==> config.mk <==
export PLATFORM = sky130hd
export DESIGN_NAME = mem_chk_master_flat
export DESIGN_NICKNAME = d
export VERILOG_FILES = /design/src/rtl/mem_chk_pkg.sv /design/src/rtl/mem_chk_master_if.sv /design/src/rtl/mem_chk_rd_pipe.sv /design/src/rtl/mem_chk_master.sv /design/src/flat_wrapper.sv
export SDC_FILE = /design/constraint.sdc
export NUM_CORES = 1
export LEC_CHECK = 0
export CAP_MARGIN = 10
export CORE_MARGIN = 2
export CORE_UTILIZATION = 55
export CTS_CLUSTER_DIAMETER = 50
export DETAILED_ROUTE_END_ITERATION = 10
export PLACE_DENSITY = 0.83
export SETUP_SLACK_MARGIN = 0.02
export SLEW_MARGIN = 30
export SYNTH_ARGS = -nofsm -noshare
export SYNTH_HDL_FRONTEND = slang
export SYNTH_HIERARCHICAL = 1
export SYNTH_SLANG_ARGS = --single-unit
export TNS_END_PERCENT = 30
==> constraint.sdc <==
create_clock -name clk -period 9.65 [get_ports clk]
set_input_delay 0.965 -clock clk [delete_from_list [all_inputs] [get_ports clk]]
set_output_delay 0.965 -clock clk [all_outputs]
set_load 0.01 [all_outputs]
==> src/rtl/mem_chk_pkg.sv <==
// rtl/mem_chk_pkg.sv - shared state/pattern types and the pattern generator for mem_chk_master
// MEM_CHK_INVERT_PASS_EN adds the WRITE_INV/READ_INV states.
package mem_chk_pkg;

  // Patterns are built at a fixed wide width and truncated by the user.
  localparam int PAT_W = 64;

  typedef enum logic [2:0] {
    IDLE,
    WRITE,
    READ,
`ifdef MEM_CHK_INVERT_PASS_EN
    WRITE_INV,
    READ_INV,
`endif
    DRAIN,
    DONE
  } state_e;

  typedef enum logic [1:0] {
    PAT_ADDR    = 2'd0,
    PAT_CHECKER = 2'd1,
    PAT_NADDR   = 2'd2,
    PAT_SEED    = 2'd3
  } pat_sel_e;

  function automatic logic [PAT_W-1:0] pattern(input pat_sel_e sel,
                                               input logic [PAT_W-1:0] addr,
                                               input logic [PAT_W-1:0] seed);
    case (sel)
      PAT_ADDR:    return addr;
      PAT_CHECKER: return addr[0] ? {32{2'b01}} : {32{2'b10}};
      PAT_NADDR:   return ~addr;
      default:     return seed + addr;
    endcase
  endfunction

endpackage

==> src/rtl/mem_chk_master_if.sv <==
// rtl/mem_chk_master_if.sv - request/response bundle between the checker and the single-port memory
interface mem_chk_master_if #(
  parameter int DATA_WIDTH = 32,
  parameter int ADDR_WIDTH = 4
);
  logic                  mem_en;
  logic                  mem_wr;
  logic [ADDR_WIDTH-1:0] mem_addr;
  logic [DATA_WIDTH-1:0] mem_din;
  logic [DATA_WIDTH-1:0] mem_dout;

  modport master (
    output mem_en, mem_wr, mem_addr, mem_din,
    input  mem_dout
  );

  modport slave (
    input  mem_en, mem_wr, mem_addr, mem_din,
    output mem_dout
  );
endinterface

==> src/rtl/mem_chk_rd_pipe.sv <==
// rtl/mem_chk_rd_pipe.sv - read-latency shift pipe with compare, saturating error count and first-error capture
module mem_chk_rd_pipe #(
  parameter int DATA_WIDTH = 32,
  parameter int ADDR_WIDTH = 4,
  parameter int RD_LATENCY = 1
) (
  input  logic                  clk,
  input  logic                  rst,
  input  logic                  clear_i,
  input  logic                  push_valid_i,
  input  logic [ADDR_WIDTH-1:0] push_addr_i,
  input  logic [DATA_WIDTH-1:0] push_exp_i,
  input  logic [DATA_WIDTH-1:0] rd_data_i,
  output logic [ADDR_WIDTH+1:0] err_count_o,
  output logic [ADDR_WIDTH+1:0] err_count_d_o,
  output logic [ADDR_WIDTH-1:0] first_err_addr_o
);
  localparam int ERR_W = ADDR_WIDTH + 2;

  logic                  vld_q  [RD_LATENCY];
  logic [ADDR_WIDTH-1:0] addr_q [RD_LATENCY];
  logic [DATA_WIDTH-1:0] exp_q  [RD_LATENCY];
  logic [ERR_W-1:0]      err_q, err_d;
  logic [ADDR_WIDTH-1:0] ferr_q, ferr_d;
  logic                  miscompare;

  // The last stage lines up with the cycle mem_dout carries that read's data.
  assign miscompare = vld_q[RD_LATENCY-1] && (rd_data_i != exp_q[RD_LATENCY-1]);

  always_comb begin
    err_d  = err_q;
    ferr_d = ferr_q;
    if (clear_i) begin
      err_d  = '0;
      ferr_d = '0;
    end else if (miscompare) begin
      if (err_q != '1) err_d = err_q + ERR_W'(1);
      if (err_q == '0) ferr_d = addr_q[RD_LATENCY-1];
    end
  end

  always_ff @(posedge clk) begin
    if (rst) begin
      for (int i = 0; i < RD_LATENCY; i++) begin
        vld_q[i]  <= 1'b0;
        addr_q[i] <= '0;
        exp_q[i]  <= '0;
      end
      err_q  <= '0;
      ferr_q <= '0;
    end else begin
      vld_q[0]  <= push_valid_i;
      addr_q[0] <= push_addr_i;
      exp_q[0]  <= push_exp_i;
      for (int i = 1; i < RD_LATENCY; i++) begin
        vld_q[i]  <= vld_q[i-1];
        addr_q[i] <= addr_q[i-1];
        exp_q[i]  <= exp_q[i-1];
      end
      err_q  <= err_d;
      ferr_q <= ferr_d;
    end
  end

  assign err_count_o      = err_q;
  assign err_count_d_o    = err_d;
  assign first_err_addr_o = ferr_q;

endmodule

==> src/rtl/mem_chk_master.sv <==
// rtl/mem_chk_master.sv - write/read-back memory test engine driving a single-port memory
// MEM_CHK_INVERT_PASS_EN adds a second pass with the inverted pattern.
module mem_chk_master
  import mem_chk_pkg::*;
#(
  parameter int DATA_WIDTH = 32,
  parameter int ADDR_WIDTH = 4,
  parameter int MEM_DEPTH  = 16,
  parameter int RD_LATENCY = 1
) (
  input  logic                  clk,
  input  logic                  rst,
  input  logic                  start,
  input  logic [1:0]            pattern_sel,
  input  logic [DATA_WIDTH-1:0] seed,
  mem_chk_master_if.master      mem,
  output logic                  busy,
  output logic                  done,
  output logic                  pass,
  output logic [ADDR_WIDTH+1:0] err_count,
  output logic [ADDR_WIDTH-1:0] first_err_addr
);
  localparam logic [ADDR_WIDTH-1:0] LAST_ADDR  = ADDR_WIDTH'(MEM_DEPTH - 1);
  localparam logic [2:0]            DRAIN_LAST = 3'(RD_LATENCY - 1);

  state_e                state_q;
  pat_sel_e              sel_q;
  logic [DATA_WIDTH-1:0] seed_q, dat_q;
  logic [ADDR_WIDTH-1:0] addr_q, nxt_addr;
  logic                  en_q, wr_q, busy_q, done_q, pass_q;
  logic [2:0]            drain_q;
  logic                  at_last, clear;
  logic [DATA_WIDTH-1:0] pat_nxt, pat_start;
  logic [ADDR_WIDTH+1:0] err_count_d;

  assign at_last   = (addr_q == LAST_ADDR);
  assign nxt_addr  = at_last ? '0 : addr_q + ADDR_WIDTH'(1);
  assign pat_nxt   = DATA_WIDTH'(pattern(sel_q, PAT_W'(nxt_addr), PAT_W'(seed_q)));
  assign pat_start = DATA_WIDTH'(pattern(pat_sel_e'(pattern_sel), '0, PAT_W'(seed)));
  assign clear     = (state_q == IDLE) && start;

  // dat_q doubles as write data and as the expected value of the read in flight.
  always_ff @(posedge clk) begin
    if (rst) begin
      state_q <= IDLE;
      sel_q   <= PAT_ADDR;
      seed_q  <= '0;
      dat_q   <= '0;
      addr_q  <= '0;
      en_q    <= 1'b0;
      wr_q    <= 1'b0;
      busy_q  <= 1'b0;
      done_q  <= 1'b0;
      pass_q  <= 1'b0;
      drain_q <= '0;
    end else begin
      done_q <= 1'b0;
      case (state_q)
        IDLE: begin
          if (start) begin
            state_q <= WRITE;
            sel_q   <= pat_sel_e'(pattern_sel);
            seed_q  <= seed;
            addr_q  <= '0;
            dat_q   <= pat_start;
            en_q    <= 1'b1;
            wr_q    <= 1'b1;
            busy_q  <= 1'b1;
            pass_q  <= 1'b0;
          end
        end
        WRITE: begin
          addr_q <= nxt_addr;
          dat_q  <= pat_nxt;
          if (at_last) begin
            state_q <= READ;
            wr_q    <= 1'b0;
          end
        end
        READ: begin
          addr_q <= nxt_addr;
          dat_q  <= pat_nxt;
          if (at_last) begin
`ifdef MEM_CHK_INVERT_PASS_EN
            state_q <= WRITE_INV;
            wr_q    <= 1'b1;
            dat_q   <= ~pat_nxt;
`else
            state_q <= DRAIN;
            en_q    <= 1'b0;
            drain_q <= '0;
`endif
          end
        end
`ifdef MEM_CHK_INVERT_PASS_EN
        WRITE_INV: begin
          addr_q <= nxt_addr;
          dat_q  <= ~pat_nxt;
          if (at_last) begin
            state_q <= READ_INV;
            wr_q    <= 1'b0;
          end
        end
        READ_INV: begin
          addr_q <= nxt_addr;
          dat_q  <= ~pat_nxt;
          if (at_last) begin
            state_q <= DRAIN;
            en_q    <= 1'b0;
            drain_q <= '0;
          end
        end
`endif
        DRAIN: begin
          if (drain_q == DRAIN_LAST) begin
            state_q <= DONE;
            done_q  <= 1'b1;
            pass_q  <= (err_count_d == '0);
          end else begin
            drain_q <= drain_q + 3'd1;
          end
        end
        DONE: begin
          state_q <= IDLE;
          busy_q  <= 1'b0;
        end
        default: state_q <= IDLE;
      endcase
    end
  end

  mem_chk_rd_pipe #(
    .DATA_WIDTH (DATA_WIDTH),
    .ADDR_WIDTH (ADDR_WIDTH),
    .RD_LATENCY (RD_LATENCY)
  ) u_rd_pipe (
    .clk              (clk),
    .rst              (rst),
    .clear_i          (clear),
    .push_valid_i     (en_q & ~wr_q),
    .push_addr_i      (addr_q),
    .push_exp_i       (dat_q),
    .rd_data_i        (mem.mem_dout),
    .err_count_o      (err_count),
    .err_count_d_o    (err_count_d),
    .first_err_addr_o (first_err_addr)
  );

  assign mem.mem_en   = en_q;
  assign mem.mem_wr   = wr_q;
  assign mem.mem_addr = addr_q;
  assign mem.mem_din  = dat_q;
  assign busy         = busy_q;
  assign done         = done_q;
  assign pass         = pass_q;

endmodule

==> src/flat_wrapper.sv <==
// flat-port wrapper written by rule: the top's interface ports become plain ports
module mem_chk_master_flat import mem_chk_pkg::*;
#(
  parameter int DATA_WIDTH = 32,
  parameter int ADDR_WIDTH = 4,
  parameter int MEM_DEPTH  = 16,
  parameter int RD_LATENCY = 1
)
  (clk, rst, start, pattern_sel, seed, busy, done, pass, err_count, first_err_addr, mem_mem_en, mem_mem_wr, mem_mem_addr, mem_mem_din, mem_mem_dout);
  mem_chk_master_if #(.DATA_WIDTH(DATA_WIDTH), .ADDR_WIDTH(ADDR_WIDTH)) mem_i ();
  input  logic clk;
  input  logic rst;
  input  logic start;
  input  logic [1:0] pattern_sel;
  input  logic [DATA_WIDTH-1:0] seed;
  output logic busy;
  output logic done;
  output logic pass;
  output logic [ADDR_WIDTH+1:0] err_count;
  output logic [ADDR_WIDTH-1:0] first_err_addr;
  output wire logic [$bits(mem_i.mem_en)-1:0] mem_mem_en;
  output wire logic [$bits(mem_i.mem_wr)-1:0] mem_mem_wr;
  output wire logic [$bits(mem_i.mem_addr)-1:0] mem_mem_addr;
  output wire logic [$bits(mem_i.mem_din)-1:0] mem_mem_din;
  input wire logic [$bits(mem_i.mem_dout)-1:0] mem_mem_dout;
  assign mem_mem_en = mem_i.mem_en;
  assign mem_mem_wr = mem_i.mem_wr;
  assign mem_mem_addr = mem_i.mem_addr;
  assign mem_mem_din = mem_i.mem_din;
  assign mem_i.mem_dout = mem_mem_dout;
  mem_chk_master #(.DATA_WIDTH(DATA_WIDTH), .ADDR_WIDTH(ADDR_WIDTH), .MEM_DEPTH(MEM_DEPTH), .RD_LATENCY(RD_LATENCY)) u_core (.clk(clk), .rst(rst), .start(start), .pattern_sel(pattern_sel), .seed(seed), .mem(mem_i), .busy(busy), .done(done), .pass(pass), .err_count(err_count), .first_err_addr(first_err_addr));
endmodule
==> out/results.ini <==
[place]
port-buffer-count = 119
gp_congestion = 0.957
place_area_um2 = 7870
hpwl_mm = 14.3

[floorplan]
start_util = 0.560
chipWidth_um = 114
core_um2 = 11900
die_y_um = 114
rows = 40
die-area_um2 = 13000
io_pins = 120

[status]
status = complete, no violations

[clock_network]
cts_tree = built
cts-root-buf = clkbuf_16
clk-insertion-delay-late_ns = 0.42
cts_buffer_depth = 2
htree_levels = 4
clock_sinks = 128
clk_pin_slew_worst_paths_ns = 0.06
hold_buffers = 0
cts_setup_buffers = 0
post_cts_resized = 0
numCtsBuffers = 17

[pwr]
p_sw_frac = 0.265
clockPowerShare = 0.428
internal-power_mw = 1.08
comb_power_share = 0.163
p_leak_nw = 3.06
power_density_nw_per_um2 = 174
vdd.ir_drop.worst_v = 0.0000869
power_frac_seq = 0.409
switchingPower_uw = 390
power_mw = 1.47

[routing]
antenna_left = 0
wl_per_cell_um = 19.3
dr.pass1.iters = 6
drc = 0
drt-vias-per-instance = 6.27
drtIter0Drc = 995
vias = 6617
drt-total-wl_mm = 20.3

[final_layout]
syn_to_final_growth_pct = 26.9
drive_above_1_share = 0.0683
antennaDiodeCount = 0
multiInputGateArea_um2 = 3830
num-nets-final = 977
final_cell_area_um2 = 8470
fillers = 889
regArea_um2 = 2560

[timing]
finalSetupViolations = 0
max_clock_freq_mhz = 253
hold_violations = 0
rsz0062_at_grt = no
fin_crit_sh = 0.409
finalCriticalPeriod_ns = 3.95
relSlewSlack = 0.281
worst_pin_slew_ns = 1.08
skew_ns = 0.0109
maxSlewViolCount = 0
fin_tns_setup_ns = 0

[logic_synthesis]
synthCells = 803
ys.flop_type = dfxtp_1
synth_top_family_by_area = simple AND/OR/NAND/NOR gates
syn_area_um2 = 6670
ys.warnings.count = 6
ys_ff_latch = 128
synthTopCellsByArea = dfxtp_1 (38%), nand2_1 (8.0%), a21oi_1 (6.0%)
yosysTopAreaCell = dfxtp_1
synth_edf_count = 0
yosysUniqueCellTypes = 66
synthMuxAreaShare = 0.0249
synth-adder-area-share = 0.0217
synth_simple_gate_area_frac = 0.235
syn_nets = 883
synth_xor_area_frac = 0.0840
ys_seq_area_frac = 0.384
synth-compound-area-share = 0.205
synth_top_area_frac = 0.384
avgSynthCellArea_um2 = 8.31
async_flop_share = 0

[grt]
grt_busiest_layer = met2
grt_use_total = 0.316
use_met2 = 0.514
use_met3 = 0.0746
grt_pass1_vias = 6365
grt_overflow_total = 0
grt_max_degree = 71
antenna_found_initial = 0
grt_pass1_wl_mm = 32.3
met1_usage = 0.403

[critical_path]
crit_type = register to register
cp_max_fo = 7
cp-start-kind = register
critPathCaptureType = register
worstPathRequired_ns = 9.92
critPathArrivalTime_ns = 4.21

[worst_hold_path]
hold_path_class = register to register

[job]
maxCapViolCount = 0

==> layout by cell type, fill, tap and decap left out, types with 5 or more instances in the layout <==
cell type,n
o22ai_1,13
buf_4,6
mux2i_1,11
dfxtp_1,128
clkdlybuf4s50_1,118
a21oi_1,80
clkbuf_16,17
nor3_1,5
o32ai_1,5
nor2b_1,47
a211oi_1,13
o31ai_1,5
and2_1,5
and3_1,17
o2111ai_1,9
a22oi_1,12
o21ai_0,12
nand2_1,143
nand4_1,14
inv_1,19
xnor2_1,40
nor2_1,32
a21o_1,5
nand2b_1,7
xor2_1,24
o31a_1,8
ha_1,10
nand3_1,15
==> worst max-delay path, cell delays in order, from the launching register on <==
cell,delay (ns)
dfxtp_1,0.37
ha_1,0.32
a31oi_1,0.55
ha_1,0.29
inv_1,0.06
fa_1,0.39
and2b_2,0.30
o21ai_1,0.21
a21oi_1,0.72
nand4_1,0.25
xor2_1,0.23
o22ai_1,0.09
==> per-layer routing <==
| metal | vias up | part of all wire |
|---|---|---|
| met5 | - | 0 |
| met4 | 0 | 0.030 |
| met3 | 76 | 0.11 |
| met2 | 463 | 0.47 |
| met1 | 3064 | 0.39 |
| li1 | 3014 | - |
==> cell type report <==
cell class,instances,area share
clock buffers,21,0.0567
well taps,147,0.0217
multi-input cells,606,0.452
inverters,20,0.00887
flip-flops and latches,128,0.303
repair buffers,124,0.145
clock inverters,9,0.0129
==> through the flow <==
stage	setup WS, ns	hold slack, ns	util	std cells
after floorplan	6.49	0.424	-	803
after global placement	5.93	0.438	0.660	1025
after detailed placement	5.83	0.435	0.661	1025
after CTS	5.83	0.447	0.710	1055
after global routing	5.54	0.468	0.711	1055
final	5.70	0.465	0.711	1055
==> power by group through the flow <==
stage | clock network (mW) | registers [mW] | logic [mW]
floorplan | 0 | 0.604 | 0.132
global placement | 0 | 0.609 | 0.226
finish | 0.630 | 0.603 | 0.240
CTS | 0.634 | 0.601 | 0.235
global route | 0.657 | 0.606 | 0.257
detailed placement | 0 | 0.611 | 0.232
==> worst paths after layout <==
path                                                      startpoint                                   end  slack, ns  depth (start not counted)
worst min-delay path            u_core/u_rd_pipe/first_err_addr_o[1]  u_core/u_rd_pipe/first_err_addr_o[1]       0.47                          2
worst min register to register  u_core/u_rd_pipe/first_err_addr_o[1]  u_core/u_rd_pipe/first_err_addr_o[1]       0.47                          2
worst max register to register                u_core/mem.mem_addr[0]                u_core/mem.mem_din[22]       5.70                         11
worst max-delay path                          u_core/mem.mem_addr[0]                u_core/mem.mem_din[22]       5.70                         11
==> state kept, by name (all words and copies together), names as in the netlist <==
signal,cells
u_core/mem.mem_addr,4
u_core/mem.mem_din,32
u_core/mem.mem_en,1
u_core/u_rd_pipe/exp_q,32
u_core/mem.mem_wr,1
u_core/pass,1
u_core/u_rd_pipe/vld_q,1
u_core/busy,1
u_core/seed_q,32
u_core/state_q,3
u_core/done,1
u_core/u_rd_pipe/err_count_o,6
u_core/drain_q,3
u_core/sel_q,2
u_core/u_rd_pipe/first_err_addr_o,4
u_core/u_rd_pipe/addr_q,4
==> cells by family (layout without fill, tap and decap cells) <==
kind of cell	Yosys count	after routing
buffers and inverters	69	174
AO/OA/AOI/OAI	201	201
adder cells (fa/ha/maj)	11	11
AND/OR/NAND/NOR	314	314
flip-flops	128	128
XOR/XNOR	64	64
multiplexers	16	16
==> synthesized netlist by cell type, types with 7 or more instances <==
library cell,count
clkbuf_1,31
a211oi_1,14
xnor2_1,40
nand2b_1,7
mux2i_1,11
inv_1,19
nand3_1,15
a22oi_1,12
dfxtp_1,128
ha_1,10
and3_1,17
o22ai_1,13
a21oi_1,80
buf_2,9
o31a_1,8
o21ai_0,12
nand2_1,143
xor2_1,24
nand4_1,14
nor2b_1,47
nor2_1,33
o2111ai_1,9
No activity file was read; power rests on OpenSTA's default activity.
==> RTL edit, RTL diff (same settings) <==
Encoding of `state_e`: now one-hot (5 bits for 5 states).
--- a/src/rtl/mem_chk_pkg.sv
+++ b/src/rtl/mem_chk_pkg.sv
@@ -6,14 +6,14 @@
   localparam int PAT_W = 64;
 
-  typedef enum logic [2:0] {
-    IDLE,
-    WRITE,
-    READ,
+  typedef enum logic [4:0] {
+    IDLE  = 5'b00001,
+    WRITE = 5'b00010,
+    READ  = 5'b00100,
 `ifdef MEM_CHK_INVERT_PASS_EN
     WRITE_INV,
     READ_INV,
 `endif
-    DRAIN,
-    DONE
+    DRAIN = 5'b01000,
+    DONE  = 5'b10000
   } state_e;
 
Function: same outputs for any inputs over 4 cycles, from zero or initial values and one cycle with rst high; so few cycles prove little.
==> RTL edit against the original RTL <==
Worst setup slack better by 0.56 ns. Design area up 1.4%. Via count down 2.1%. Sequential cell count up 2. Die area up 0.47%. Sequential power up 3%. Synthesized area up 0.49%. Clock power up 6.3%. Largest power group unchanged. Hold slack worse by 0.025 ns. Power up 5.5%. Count of clock-buffer cells in the layout down 1. Clock skew down 0.0041 ns. Routed wire length down 6.7%.
==> RTL edit: results (changes against the original RTL) <==
Parameter                              Value

Final layout
  Fraction of final layout cells sized beyond drive strength 1    7.135% (+0.31 points)
  Number of fillers in the final layout    935 (+5.2%)
  Fin nets    1006 (+3.0%)

Critical path
  Arrival time of data at the critical path endpoint    3.73 ns (-0.48 ns)
  Worst-path fanout max    10 (+3)

Routing
  Initial drt markers    829 (-17%)
  Routed length per instance    17.47 µm (-9.3%)
  Total number of vias    6478 (-2.1%)
  Detailed Routing Iterations Pass 1    5 (-1)

Place
  Final HPWL from detailed placement    13.51 mm (-5.2%)
  Pre-CTS setup slack    5.996 ns (+0.1647 ns)
  Last weighted congestion value of the routability-driven placer    0.9433 (-1.4%)

Power and ir drop
  Switching fraction of total power    27.52% (+1.0 points)
  Maximum vdd ir drop    0.09753 mV (+12%)
  Leakage component of the power    2.961 nW (-3.1%)

STA
  Slew margin rel.    31.91% (+3.8 points)
  Post-route worst setup slack    6.261 ns (+0.5569 ns)

Synthesis
  Area contributors post-synth    dfxtp_1 39%, nand2_1 8.7%, xnor2_1 7.2%, a21oi_1 6.9%, nor2b_1 4.4%
  Synth cell types    77 (+17%)
  Portion of the post-synthesis area used by sequential elements    38.81% (+0.41 points)
  Post-synthesis net count    903 (+2.3%)

Global routing
  Pin count of the biggest net entering global routing    85 (+20%)
  Overall routing resource usage    29.49% (-2.1 points)
  Number of global-route vias before repair    5754 (-9.6%)

Outcome
  Outcome    completed
==> RTL edit: area by class of cell <==
class | count | area [µm²] | share of cell area, %
clock buffer | 20 | 466.7 | 5.437
clock inverter | 12 | 155.1 | 1.807
multi-input combinational | 630 | 3856 | 44.92
timing repair buffer | 126 | 1241 | 14.46
sequential | 130 | 2603 | 30.32
inverter | 21 | 78.83 | 0.9182
tap | 147 | 183.9 | 2.143
==> RTL edit: logic make-up after synthesis <==
kind of cell / Yosys count / synth area share, %
xor gates and xnor gates: 63 / 8.228
buffers and inverters: 63 / 4.011
muxes: 13 / 1.996
AOI/OAI and AO/OA: 190 / 17.91
DFF: 130 / 38.81
and+or+nand+nor: 353 / 26.88
adders and majority gates: 11 / 2.164
==> RTL edit: layer usage <==
| metal | vias up | share of wire (%) | GRT usage (%) |
|---|---|---|---|
| met5 | - | 0 | 0 |
| met4 | 0 | 2.2 | 10.33 |
| met3 | 39 | 9.9 | 8.258 |
| met2 | 366 | 43 | 42.49 |
| met1 | 2975 | 44 | 42.22 |
| li1 | 3098 | - | - |
==> RTL edit: power groups by stage <==
stage               Sequential, mW  Clock, mW  Combinational [mW]
finish                       0.619      0.670               0.267
detailed placement           0.629          0               0.260
floorplan                    0.620          0               0.155
CTS                          0.617      0.678               0.263
global placement             0.628          0               0.257
global route                 0.624      0.702               0.290
==> RTL edit: path summary, 6_finish.rpt <==
path / startpoint / end / slack (ns) / depth (start not counted)
worst max-delay path: u_core/mem.mem_addr[0] / u_core/mem.mem_din[16] / 6.26 / 11
worst min-delay path: u_core/u_rd_pipe/addr_q[0][3] / u_core/u_rd_pipe/first_err_addr_o[3] / 0.44 / 2
worst min register to register: u_core/u_rd_pipe/addr_q[0][3] / u_core/u_rd_pipe/first_err_addr_o[3] / 0.44 / 2
worst max register to register: u_core/mem.mem_addr[0] / u_core/mem.mem_din[16] / 6.26 / 11
==> RTL edit: worst register-to-register path: stages (launching register included) <==
cell and delay [ns]:
dfxtp_1 0.40, ha_1 0.34, a31oi_1 0.26, ha_1 0.23, inv_1 0.07, fa_1 0.41, nor2b_1 0.16, o21ai_0 0.17
a31oi_2 0.51, nand4b_1 0.20, a2111o_1 0.44, a21oi_1 0.13
==> RTL edit: stage by stage <==
stage          hold slack, ns  std cells  instance area [µm²]
3_3_place_gp           0.4270       1054                 7956
5_1_grt                0.4560       1086                 8584
4_1_cts                0.4416       1086                 8581
2_1_floorplan          0.4235        823                 6706
6_report               0.4397       1086                 8584
3_5_place_dp           0.4386       1054                 7959
